## config.mk

```make
export PLATFORM = sky130hd
export DESIGN_NAME = write_back_stage_flat
export DESIGN_NICKNAME = d
export VERILOG_FILES = /design/src/rtl/core_pkg.sv /design/src/rtl/write_back_stage_if.sv /design/src/rtl/load_align_ext.sv /design/src/rtl/write_back_stage.sv /design/src/flat_wrapper.sv
export SDC_FILE = /design/constraint.sdc
export NUM_CORES = 1
export LEC_CHECK = 0
export ABC_AREA = 1
export ABC_CLOCK_PERIOD_IN_PS = 4400
export CAP_MARGIN = 20
export CORE_ASPECT_RATIO = 0.9
export CORE_MARGIN = 2
export CORE_UTILIZATION = 50
export DETAILED_ROUTE_END_ITERATION = 12
export PLACE_DENSITY_LB_ADDON = 0.3
export RECOVER_POWER = 100
export SLEW_MARGIN = 15
export SYNTH_ARGS = -nofsm -noshare
export SYNTH_HDL_FRONTEND = slang
export SYNTH_SLANG_ARGS = --single-unit
export TNS_END_PERCENT = 50
```

## constraint.sdc

```tcl
create_clock -name clk -period 4.4 [get_ports clk]
set_input_delay 0.44 -clock clk [delete_from_list [all_inputs] [get_ports clk]]
set_output_delay 0.44 -clock clk [all_outputs]
set_load 0.1 [all_outputs]
```

## src/rtl/core_pkg.sv

```systemverilog
// Shared types and constants for the write-back stage.
//   ld_size_t    : load access size (byte, half, word, dword)
//   SRC_*        : result source indices used by the write-back mux
//   XLEN_DEFAULT : default datapath width
package core_pkg;

  typedef enum logic [1:0] {
    LD_B = 2'd0,
    LD_H = 2'd1,
    LD_W = 2'd2,
    LD_D = 2'd3
  } ld_size_t;

  localparam int SRC_ALU  = 0;
  localparam int SRC_LOAD = 1;
  localparam int SRC_CSR  = 2;

  localparam int XLEN_DEFAULT = 32;

endpackage

```

## src/rtl/write_back_stage_if.sv

```systemverilog
// MEM -> WB handshake bundle.
//   master : memory stage (drives the instruction, receives ready_o)
//   slave  : write-back stage (consumes the instruction, drives ready_o)
//   valid_i / ready_o          : transfer handshake
//   src_data_i / src_sel_i     : packed result sources and select
//   reg_write_i / rd_i         : destination write request
//   ld_size_i / ld_unsigned_i / ld_addr_lo_i : load formatting controls
interface write_back_stage_if
  import core_pkg::*;
#(
  parameter int XLEN    = XLEN_DEFAULT,
  parameter int NUM_SRC = 4,
  parameter int RA_W    = 5
);
  localparam int SEL_W = $clog2(NUM_SRC);

  logic                    valid_i;
  logic                    ready_o;
  logic [NUM_SRC*XLEN-1:0] src_data_i;
  logic [SEL_W-1:0]        src_sel_i;
  logic                    reg_write_i;
  logic [RA_W-1:0]         rd_i;
  ld_size_t                ld_size_i;
  logic                    ld_unsigned_i;
  logic [2:0]              ld_addr_lo_i;

  modport master (
    output valid_i, src_data_i, src_sel_i, reg_write_i, rd_i,
           ld_size_i, ld_unsigned_i, ld_addr_lo_i,
    input  ready_o
  );

  modport slave (
    input  valid_i, src_data_i, src_sel_i, reg_write_i, rd_i,
           ld_size_i, ld_unsigned_i, ld_addr_lo_i,
    output ready_o
  );

endinterface

```

## src/rtl/load_align_ext.sv

```systemverilog
// Combinational load formatter: shifts the raw memory word down to the
// addressed byte lane, extracts the access size and sign/zero extends it.
//   word        : raw load word
//   addr_lo     : low address bits (only [1:0] matter when XLEN=32)
//   size        : access size
//   is_unsigned : zero-extend instead of sign-extend
//   data        : formatted result
//   misaligned  : access not naturally aligned for its size
module load_align_ext
  import core_pkg::*;
#(
  parameter int XLEN = XLEN_DEFAULT
) (
  input  logic [XLEN-1:0] word,
  input  logic [2:0]      addr_lo,
  input  ld_size_t        size,
  input  logic            is_unsigned,
  output logic [XLEN-1:0] data,
  output logic            misaligned
);

  logic [5:0]      shamt;
  logic [XLEN-1:0] shifted;

  assign shamt   = (XLEN == 32) ? {1'b0, addr_lo[1:0], 3'b000} : {addr_lo, 3'b000};
  assign shifted = word >> shamt;

  // Size casts of a signed operand sign-extend, of an unsigned one zero-extend.
  always_comb begin
    data = shifted;
    unique case (size)
      LD_B: data = is_unsigned ? XLEN'(shifted[7:0])  : XLEN'($signed(shifted[7:0]));
      LD_H: data = is_unsigned ? XLEN'(shifted[15:0]) : XLEN'($signed(shifted[15:0]));
      LD_W: data = is_unsigned ? XLEN'(shifted[31:0]) : XLEN'($signed(shifted[31:0]));
      LD_D: data = shifted;
      default: data = shifted;
    endcase
  end

  always_comb begin
    misaligned = 1'b0;
    unique case (size)
      LD_B: misaligned = 1'b0;
      LD_H: misaligned = addr_lo[0];
      LD_W: misaligned = |addr_lo[1:0];
      LD_D: misaligned = |addr_lo;
      default: misaligned = 1'b0;
    endcase
  end

endmodule

```

## src/rtl/write_back_stage.sv

```systemverilog
// Registered write-back stage: captures the MEM/WB instruction, selects the
// result, drives the register-file write port and the forwarding bus, and
// counts retired instructions.
//   clk, rst_n       : clock, synchronous active-low reset
//   mem              : MEM -> WB handshake bundle (slave side)
//   flush_i, stall_i : kill / hold the registered instruction
//   result_o         : selected result
//   rf_a3_o, rf_wd3_o, rf_we_o        : register-file write port
//   fwd_valid_o, fwd_rd_o, fwd_data_o : forwarding bus
//   misaligned_o     : misaligned load indication
//   instret_o        : retired-instruction count
module write_back_stage
  import core_pkg::*;
#(
  parameter int XLEN     = XLEN_DEFAULT,
  parameter int NUM_SRC  = 4,
  parameter int LOAD_SRC = SRC_LOAD,
  parameter int RA_W     = 5
) (
  input  logic                clk,
  input  logic                rst_n,
  write_back_stage_if.slave   mem,
  input  logic                flush_i,
  input  logic                stall_i,
  output logic [XLEN-1:0]     result_o,
  output logic [RA_W-1:0]     rf_a3_o,
  output logic [XLEN-1:0]     rf_wd3_o,
  output logic                rf_we_o,
  output logic                fwd_valid_o,
  output logic [RA_W-1:0]     fwd_rd_o,
  output logic [XLEN-1:0]     fwd_data_o,
  output logic                misaligned_o,
  output logic [63:0]         instret_o
);

  localparam int SEL_W = $clog2(NUM_SRC);

  logic                    valid_q;
  logic [NUM_SRC*XLEN-1:0] src_data_q;
  logic [SEL_W-1:0]        src_sel_q;
  logic                    reg_write_q;
  logic [RA_W-1:0]         rd_q;
  ld_size_t                ld_size_q;
  logic                    ld_unsigned_q;
  logic [2:0]              ld_addr_lo_q;
  logic [63:0]             instret_q;

  logic [XLEN-1:0] ld_data;
  logic            ld_misaligned;
  logic            misaligned;
  logic            retire;
  logic [XLEN-1:0] result;

  assign mem.ready_o = !stall_i;

  load_align_ext #(.XLEN(XLEN)) u_load_align_ext (
    .word        (src_data_q[LOAD_SRC*XLEN +: XLEN]),
    .addr_lo     (ld_addr_lo_q),
    .size        (ld_size_q),
    .is_unsigned (ld_unsigned_q),
    .data        (ld_data),
    .misaligned  (ld_misaligned)
  );

  // Out-of-range selects fall through to the zero default.
  always_comb begin
    result = '0;
    for (int k = 0; k < NUM_SRC; k++) begin
      if (src_sel_q == SEL_W'(k)) begin
        result = (k == LOAD_SRC) ? ld_data : src_data_q[k*XLEN +: XLEN];
      end
    end
  end

  assign misaligned = valid_q && (src_sel_q == SEL_W'(LOAD_SRC)) && ld_misaligned;

  // A stalled instruction retires only on the edge that releases it.
  assign retire = valid_q && !misaligned && !stall_i && !flush_i;

  always_ff @(posedge clk) begin
    if (!rst_n) begin
      valid_q       <= 1'b0;
      src_data_q    <= '0;
      src_sel_q     <= '0;
      reg_write_q   <= 1'b0;
      rd_q          <= '0;
      ld_size_q     <= LD_B;
      ld_unsigned_q <= 1'b0;
      ld_addr_lo_q  <= '0;
      instret_q     <= '0;
    end else begin
      if (flush_i) begin
        valid_q <= 1'b0;
      end else if (!stall_i) begin
        valid_q <= mem.valid_i;
        if (mem.valid_i) begin
          src_data_q    <= mem.src_data_i;
          src_sel_q     <= mem.src_sel_i;
          reg_write_q   <= mem.reg_write_i;
          rd_q          <= mem.rd_i;
          ld_size_q     <= mem.ld_size_i;
          ld_unsigned_q <= mem.ld_unsigned_i;
          ld_addr_lo_q  <= mem.ld_addr_lo_i;
        end
      end
      if (retire) begin
        instret_q <= instret_q + 64'd1;
      end
    end
  end

  assign result_o     = result;
  assign rf_we_o      = valid_q && reg_write_q && (rd_q != '0) && !misaligned;
  assign rf_a3_o      = rd_q;
  assign rf_wd3_o     = result;
  assign fwd_valid_o  = rf_we_o;
  assign fwd_rd_o     = rd_q;
  assign fwd_data_o   = result;
  assign misaligned_o = misaligned;
  assign instret_o    = instret_q;

endmodule

```

## src/flat_wrapper.sv

```systemverilog
// flat-port wrapper written by rule: the top's interface ports become plain ports
module write_back_stage_flat import core_pkg::*;
#(
  parameter int XLEN     = XLEN_DEFAULT,
  parameter int NUM_SRC  = 4,
  parameter int LOAD_SRC = SRC_LOAD,
  parameter int RA_W     = 5
)
  (clk, rst_n, flush_i, stall_i, result_o, rf_a3_o, rf_wd3_o, rf_we_o, fwd_valid_o, fwd_rd_o, fwd_data_o, misaligned_o, instret_o, mem_valid_i, mem_src_data_i, mem_src_sel_i, mem_reg_write_i, mem_rd_i, mem_ld_size_i, mem_ld_unsigned_i, mem_ld_addr_lo_i, mem_ready_o);
  write_back_stage_if #(.XLEN(XLEN), .NUM_SRC(NUM_SRC), .RA_W(RA_W)) mem_i ();
  input  logic clk;
  input  logic rst_n;
  input  logic flush_i;
  input  logic stall_i;
  output logic [XLEN-1:0] result_o;
  output logic [RA_W-1:0] rf_a3_o;
  output logic [XLEN-1:0] rf_wd3_o;
  output logic rf_we_o;
  output logic fwd_valid_o;
  output logic [RA_W-1:0] fwd_rd_o;
  output logic [XLEN-1:0] fwd_data_o;
  output logic misaligned_o;
  output logic [63:0] instret_o;
  input wire logic [$bits(mem_i.valid_i)-1:0] mem_valid_i;
  input wire logic [$bits(mem_i.src_data_i)-1:0] mem_src_data_i;
  input wire logic [$bits(mem_i.src_sel_i)-1:0] mem_src_sel_i;
  input wire logic [$bits(mem_i.reg_write_i)-1:0] mem_reg_write_i;
  input wire logic [$bits(mem_i.rd_i)-1:0] mem_rd_i;
  input wire logic [$bits(mem_i.ld_size_i)-1:0] mem_ld_size_i;
  input wire logic [$bits(mem_i.ld_unsigned_i)-1:0] mem_ld_unsigned_i;
  input wire logic [$bits(mem_i.ld_addr_lo_i)-1:0] mem_ld_addr_lo_i;
  output wire logic [$bits(mem_i.ready_o)-1:0] mem_ready_o;
  assign mem_i.valid_i = mem_valid_i;
  assign mem_i.src_data_i = mem_src_data_i;
  assign mem_i.src_sel_i = mem_src_sel_i;
  assign mem_i.reg_write_i = mem_reg_write_i;
  assign mem_i.rd_i = mem_rd_i;
  assign mem_i.ld_size_i = mem_ld_size_i;
  assign mem_i.ld_unsigned_i = mem_ld_unsigned_i;
  assign mem_i.ld_addr_lo_i = mem_ld_addr_lo_i;
  assign mem_ready_o = mem_i.ready_o;
  write_back_stage #(.XLEN(XLEN), .NUM_SRC(NUM_SRC), .LOAD_SRC(LOAD_SRC), .RA_W(RA_W)) u_core (.clk(clk), .rst_n(rst_n), .mem(mem_i), .flush_i(flush_i), .stall_i(stall_i), .result_o(result_o), .rf_a3_o(rf_a3_o), .rf_wd3_o(rf_wd3_o), .rf_we_o(rf_we_o), .fwd_valid_o(fwd_valid_o), .fwd_rd_o(fwd_rd_o), .fwd_data_o(fwd_data_o), .misaligned_o(misaligned_o), .instret_o(instret_o));
endmodule
```

-- Word-level counts from Yosys, hierarchy flattened
Index checks and enable logic that the tools add are counted.
Widths: inputs -> output; s select.
- eq/ne operators: 6
- bitwise logic cells: 3
- mux-type cells: 8
- add/subtract/negate cells: 1
- reductions and logical operators: 19
- shift operators: 1
- operator list (kind ; count):
    $mux 32 ; 6
    $pmux 32 s3 ; 1
    $add 64x1->64 const B ; 1
    $shr 32x5->32 ; 1
    $eq 2x2->1 const B ; 4
    $logic_and 1x1->1 ; 8
    $reduce_or 2->1 ; 3
    $reduce_bool 5->1 ; 1
    $eq 2x1->1 const B ; 2
    $logic_not 2->1 ; 2
    $pmux 1 s4 ; 1
    $logic_not 1->1 ; 3
    $not 1->1 ; 3
    $reduce_and 3->1 ; 1
    $reduce_or 3->1 ; 1
- output and inout bits: 174
- flip-flop bits (word level): 207
- logic and storage cells: 47
- input bits: 147

-- Longest topological paths before layout
- word-level depth: 7
- depth in mapped cells: 11
- depth with buffers taken out: 11

-- Hierarchy
A second synthesis with hierarchy kept.
- cells, all modules: 1671
- area total of the unflattened synthesis: 10919.2 um^2
- modules (own cells, without submodules) (module ; instances ; seq. area each (um^2) ; area each (um^2) ; cells an instance):
    write_back_stage ; 1 ; 4144.0 ; 10048.4 ; 1510
    load_align_ext ; 1 ; 0.0 ; 870.8 ; 161

-- Worst setup path before layout
Ideal clock, no wire load.
- path type: flip-flop to output port
- start point: reg u_core.ld_addr_lo_q[0]
- end point: out result_o[10]
- buffers on the path: 4
- arrival time: 3281 ps
- required time: 3960 ps
- slack: 679 ps
- cell stages (with the launch flop): 12
- path through: dfxtp_1 -> buf_4 -> inv_1 -> buf_2 -> buf_2 -> nand3_1 -> o31ai_1 -> o21ai_0 -> nand2_1 -> nand2_1 -> a21oi_1 -> buf_4
- cells in the longest elaborated chain, start to end: 6
- elaborated cells between the ends (all ways): 7
- classes of those cells: shift (1); mux (6)
- ends and longest elaborated chain (item ; RTL line ; RTL):
    start: declaration ; write_back_stage.sv:45 ; logic [2:0] ld_addr_lo_q;
    start signal: assignment ; write_back_stage.sv:103 ; ld_addr_lo_q <= mem.ld_addr_lo_i;
    $shr 32x5->32 * ; load_align_ext.sv:26 ; assign shifted = word >> shamt;
    $mux 32, on equally long branches ; load_align_ext.sv:33, load_align_ext.sv:32 ;
    $pmux 32 s3 * ; load_align_ext.sv:31 ; unique case (size)
    $mux 32 * (3 in series) ; write_back_stage.sv:69 ; if (src_sel_q == SEL_W'(k)) begin
    end: declaration ; flat_wrapper.sv:15 ; output logic [XLEN-1:0] result_o;
Every way passes the cells marked *; elsewhere a longest branch is shown, timed or not.

-- Worst setup path after layout
- start point: reg u_core.ld_addr_lo_q[0]
- end point: out fwd_data_o[13]
- cells in the longest elaborated chain, start to end: 6
- elaborated cells between the ends (all ways): 7
- classes of those cells: shift (1); mux (6)
- ends and longest elaborated chain (item ; RTL line ; RTL):
    $shr 32x5->32 * ; load_align_ext.sv:26 ;
    $mux 32, on equally long branches ; load_align_ext.sv:33, load_align_ext.sv:32 ;
    $pmux 32 s3 * ; load_align_ext.sv:31 ;
    $mux 32 * (3 in series) ; write_back_stage.sv:69 ;
    end: declaration ; flat_wrapper.sv:21 ; output logic [XLEN-1:0] fwd_data_o;
Marks and branches as above.

==> flow_summary.yaml <==
run_status:
  outcome: "finished, violations left"
  violations: "capacitance limit, slew limit"
synth:
  syn-num-nets: 1812
  synth-seq-cells: 207
  synth_cells: 1664
  syn-cell-area_um2: 10700
  synth_ff_type: "dfxtp_1"
  synth-seq-area-share_pct: 38.6
  yosysWarnings: 0
  async_reset_ff_share_pct: 0
  netlist-cell-type-count: 40
  synth_area_per_cell_um2: 6.45
  synth_edf_count: 0
die:
  core-area_um2: 21000
  row_count: 50
  dieArea_um2: 22700
  pin_count: 321
  die_h_um: 143
  start_util_pct: 51.2
  fp.dieW_um: 158
cts:
  holdBufCountCts: 0
  post_cts_buffers: 0
  clk_latency_ns: 0.51
  clockRootBuffer: "clkbuf_16"
  cts_buffers: 23
  cts_tree: "built"
  cts_sinks: 207
  h-tree-depth: 1
  clk_pin_slew_ns: 0.06
  cts_resized: 0
  clockBufferDepth: 3
global_route:
  track_usage_pct: 30.4
  grt_start_max_net_pins: 107
  grt_pass1_wl_um: 54800
  grt_pass1_vias: 10500
  antenna_found_initial: 1
  grt_overflow_total: 0
placed_design:
  io_buffers: 320
  pre_cts_ws_ns: 1.42
  hpwl_um: 25600
  gp_congestion: 0.966
sta:
  worst_slack_ns: 0.573
  maxSlewViolCount: 205
  skew_ns: 0.0119
  grt_setup_unrepaired: "false"
  hold_viol_final: 0
  setup_viol: 0
  min_period_ns: 3.83
  fin_tns_setup_ns: 0
  period_share_pct: 87.0
  clock.fmax_mhz: 261
  relSlewSlack_pct: -24.9
  worstMarginPinSlew_ns: 1.87
pwr:
  p_leak_uw: 0.00554
  ir_worst_vdd_v: 0.000234
  powerDensity_nw_per_um2: 364
route:
  detailedRoute.firstIterationViolations: 1026
  drt-total-wl_um: 36100
  firstDrtPassIters: 6
  post_drt_via_cell_ratio: 5.42
  drc: 0
  vias: 11800
  routedWlPerCell_um: 16.6
  detail-route-antenna-nets: 0
finish:
  fin_nets: 2016
  antenna_cells: 0
  fin_util_pct: 66.2
  area_growth_pct: 29.2
  seqCellArea_um2: 4140
  multi_input_area_um2: 5400
  drive_above_1_share_pct: 7.22
  nFillCells: 1906
worst_setup_path:
  path_class: "reg -> out"
  cp.required_ns: 3.96
  path_max_fanout: 25
  start_kind: "flop"
  worstPathArrival_ns: 3.39
  endpoint_kind: "output pin"
run:
  max_cap_viol_count: 2
min_path:
  hp-class: "reg -> reg"
-- final cells by class --
type | count | share of cell area, %
Timing Repair Buffer | 335 | 21.0
Inverter | 74 | 2.02
Clock inverter | 13 | 1.04
Multi-Input combinational cell | 1227 | 38.9
Tap cell | 286 | 2.58
Sequential cell | 207 | 29.9
Clock buffer | 28 | 4.50
-- synth_stat cells, drive strengths merged (4+ instances only) --
library cell	number	share of area (%)
a21oi	44	2.1
buf	103	6.6
clkbuf	53	1.9
dfxtp	207	39
inv	73	2.6
nand2	372	13
nand3	81	4.0
nand4	42	2.4
nor2	455	17
nor3	16	0.84
nor3b	4	0.33
o211ai	7	0.49
o21ai	171	8.0
o31ai	7	0.49
xnor2	4	0.33
xor2	4	0.33
-- worst paths after layout --
kind                     startpoint                   end  slack, ns  cells past startpoint
max          u_core.ld_addr_lo_q[0]        fwd_data_o[13]       0.57                      9
min             u_core.instret_o[6]   u_core.instret_o[6]       0.48                      2
max reg2reg  u_core.ld_addr_lo_q[1]  u_core.instret_o[62]       0.79                     10
min reg2reg     u_core.instret_o[6]   u_core.instret_o[6]       0.48                      2
-- kinds of logic after synthesis --
| kind of cell | count (synthesis) | share of synthesized area (%) |
|---|---|---|
| buffers and inverters | 230 | 11.0 |
| AOI/OAI and AO/OA | 242 | 11.9 |
| adders and majority gates | 1 | 0.117 |
| and+or+nand+nor | 976 | 37.7 |
| DFF | 207 | 38.6 |
| xor gates and xnor gates | 8 | 0.653 |
-- state kept, by name, indices dropped and copies added, names as in the netlist --
register	cells
u_core.ld_size_q	2
u_core.ld_unsigned_q	1
u_core.instret_o	64
u_core.ld_addr_lo_q	3
u_core.src_data_q	128
u_core.fwd_rd_o	5
u_core.reg_write_q	1
u_core.src_sel_q	2
u_core.valid_q	1
-- routing by layer --
layer | vias to the layer above | GRT usage, % | part of all wire [%]
li1 | 5710 | - | -
met1 | 5367 | 38.5 | 39
met2 | 595 | 52.6 | 48
met3 | 89 | 4.70 | 8.8
met4 | 2 | 10.5 | 3.5
met5 | - | 0 | 0.036
-- worst max-delay path: stages (launching register included) --
cell and delay, ns:
dfxtp_1 0.45, inv_1 0.37, buf_4 0.33, nor2_1 0.06, o31ai_1 0.28, o21ai_0 0.14, nand2_1 0.08, nand2_1 0.11
nand4_1 0.16, clkbuf_1 0.89
-- where the power goes --
| group | switching [uW] | internal [uW] |
|---|---|---|
| logic | 803 | 273 |
| registers | 53.4 | 1940 |
| clock network | 796 | 1180 |
-- through the flow --
| stage | hold slack, ns | power (uW) | cell area, um^2 | cells |
|---|---|---|---|---|
| after floorplan | 0.444 | 2870 | 10700 | 1664 |
| after global placement | 0.463 | 3140 | 13400 | 2129 |
| after detailed placement | 0.472 | 3150 | 13400 | 2129 |
| after CTS | 0.486 | 5110 | 14200 | 2170 |
| after global routing | 0.501 | 5210 | 13900 | 2170 |
| final | 0.481 | 5050 | 13900 | 2170 |
-- cell usage in the layout (no fill, tap or decap), drive strengths merged, types with 16 or more instances in the layout --
cell type	instances
clkbuf	115
dfxtp	207
inv	73
dlygate4sd3	79
nand4	42
a21oi	44
nor3	16
nand2	372
nand3	81
o21ai	171
nor2	455
clkdlybuf4s50	144
buf	25
(Power assumes the default switching activity.)
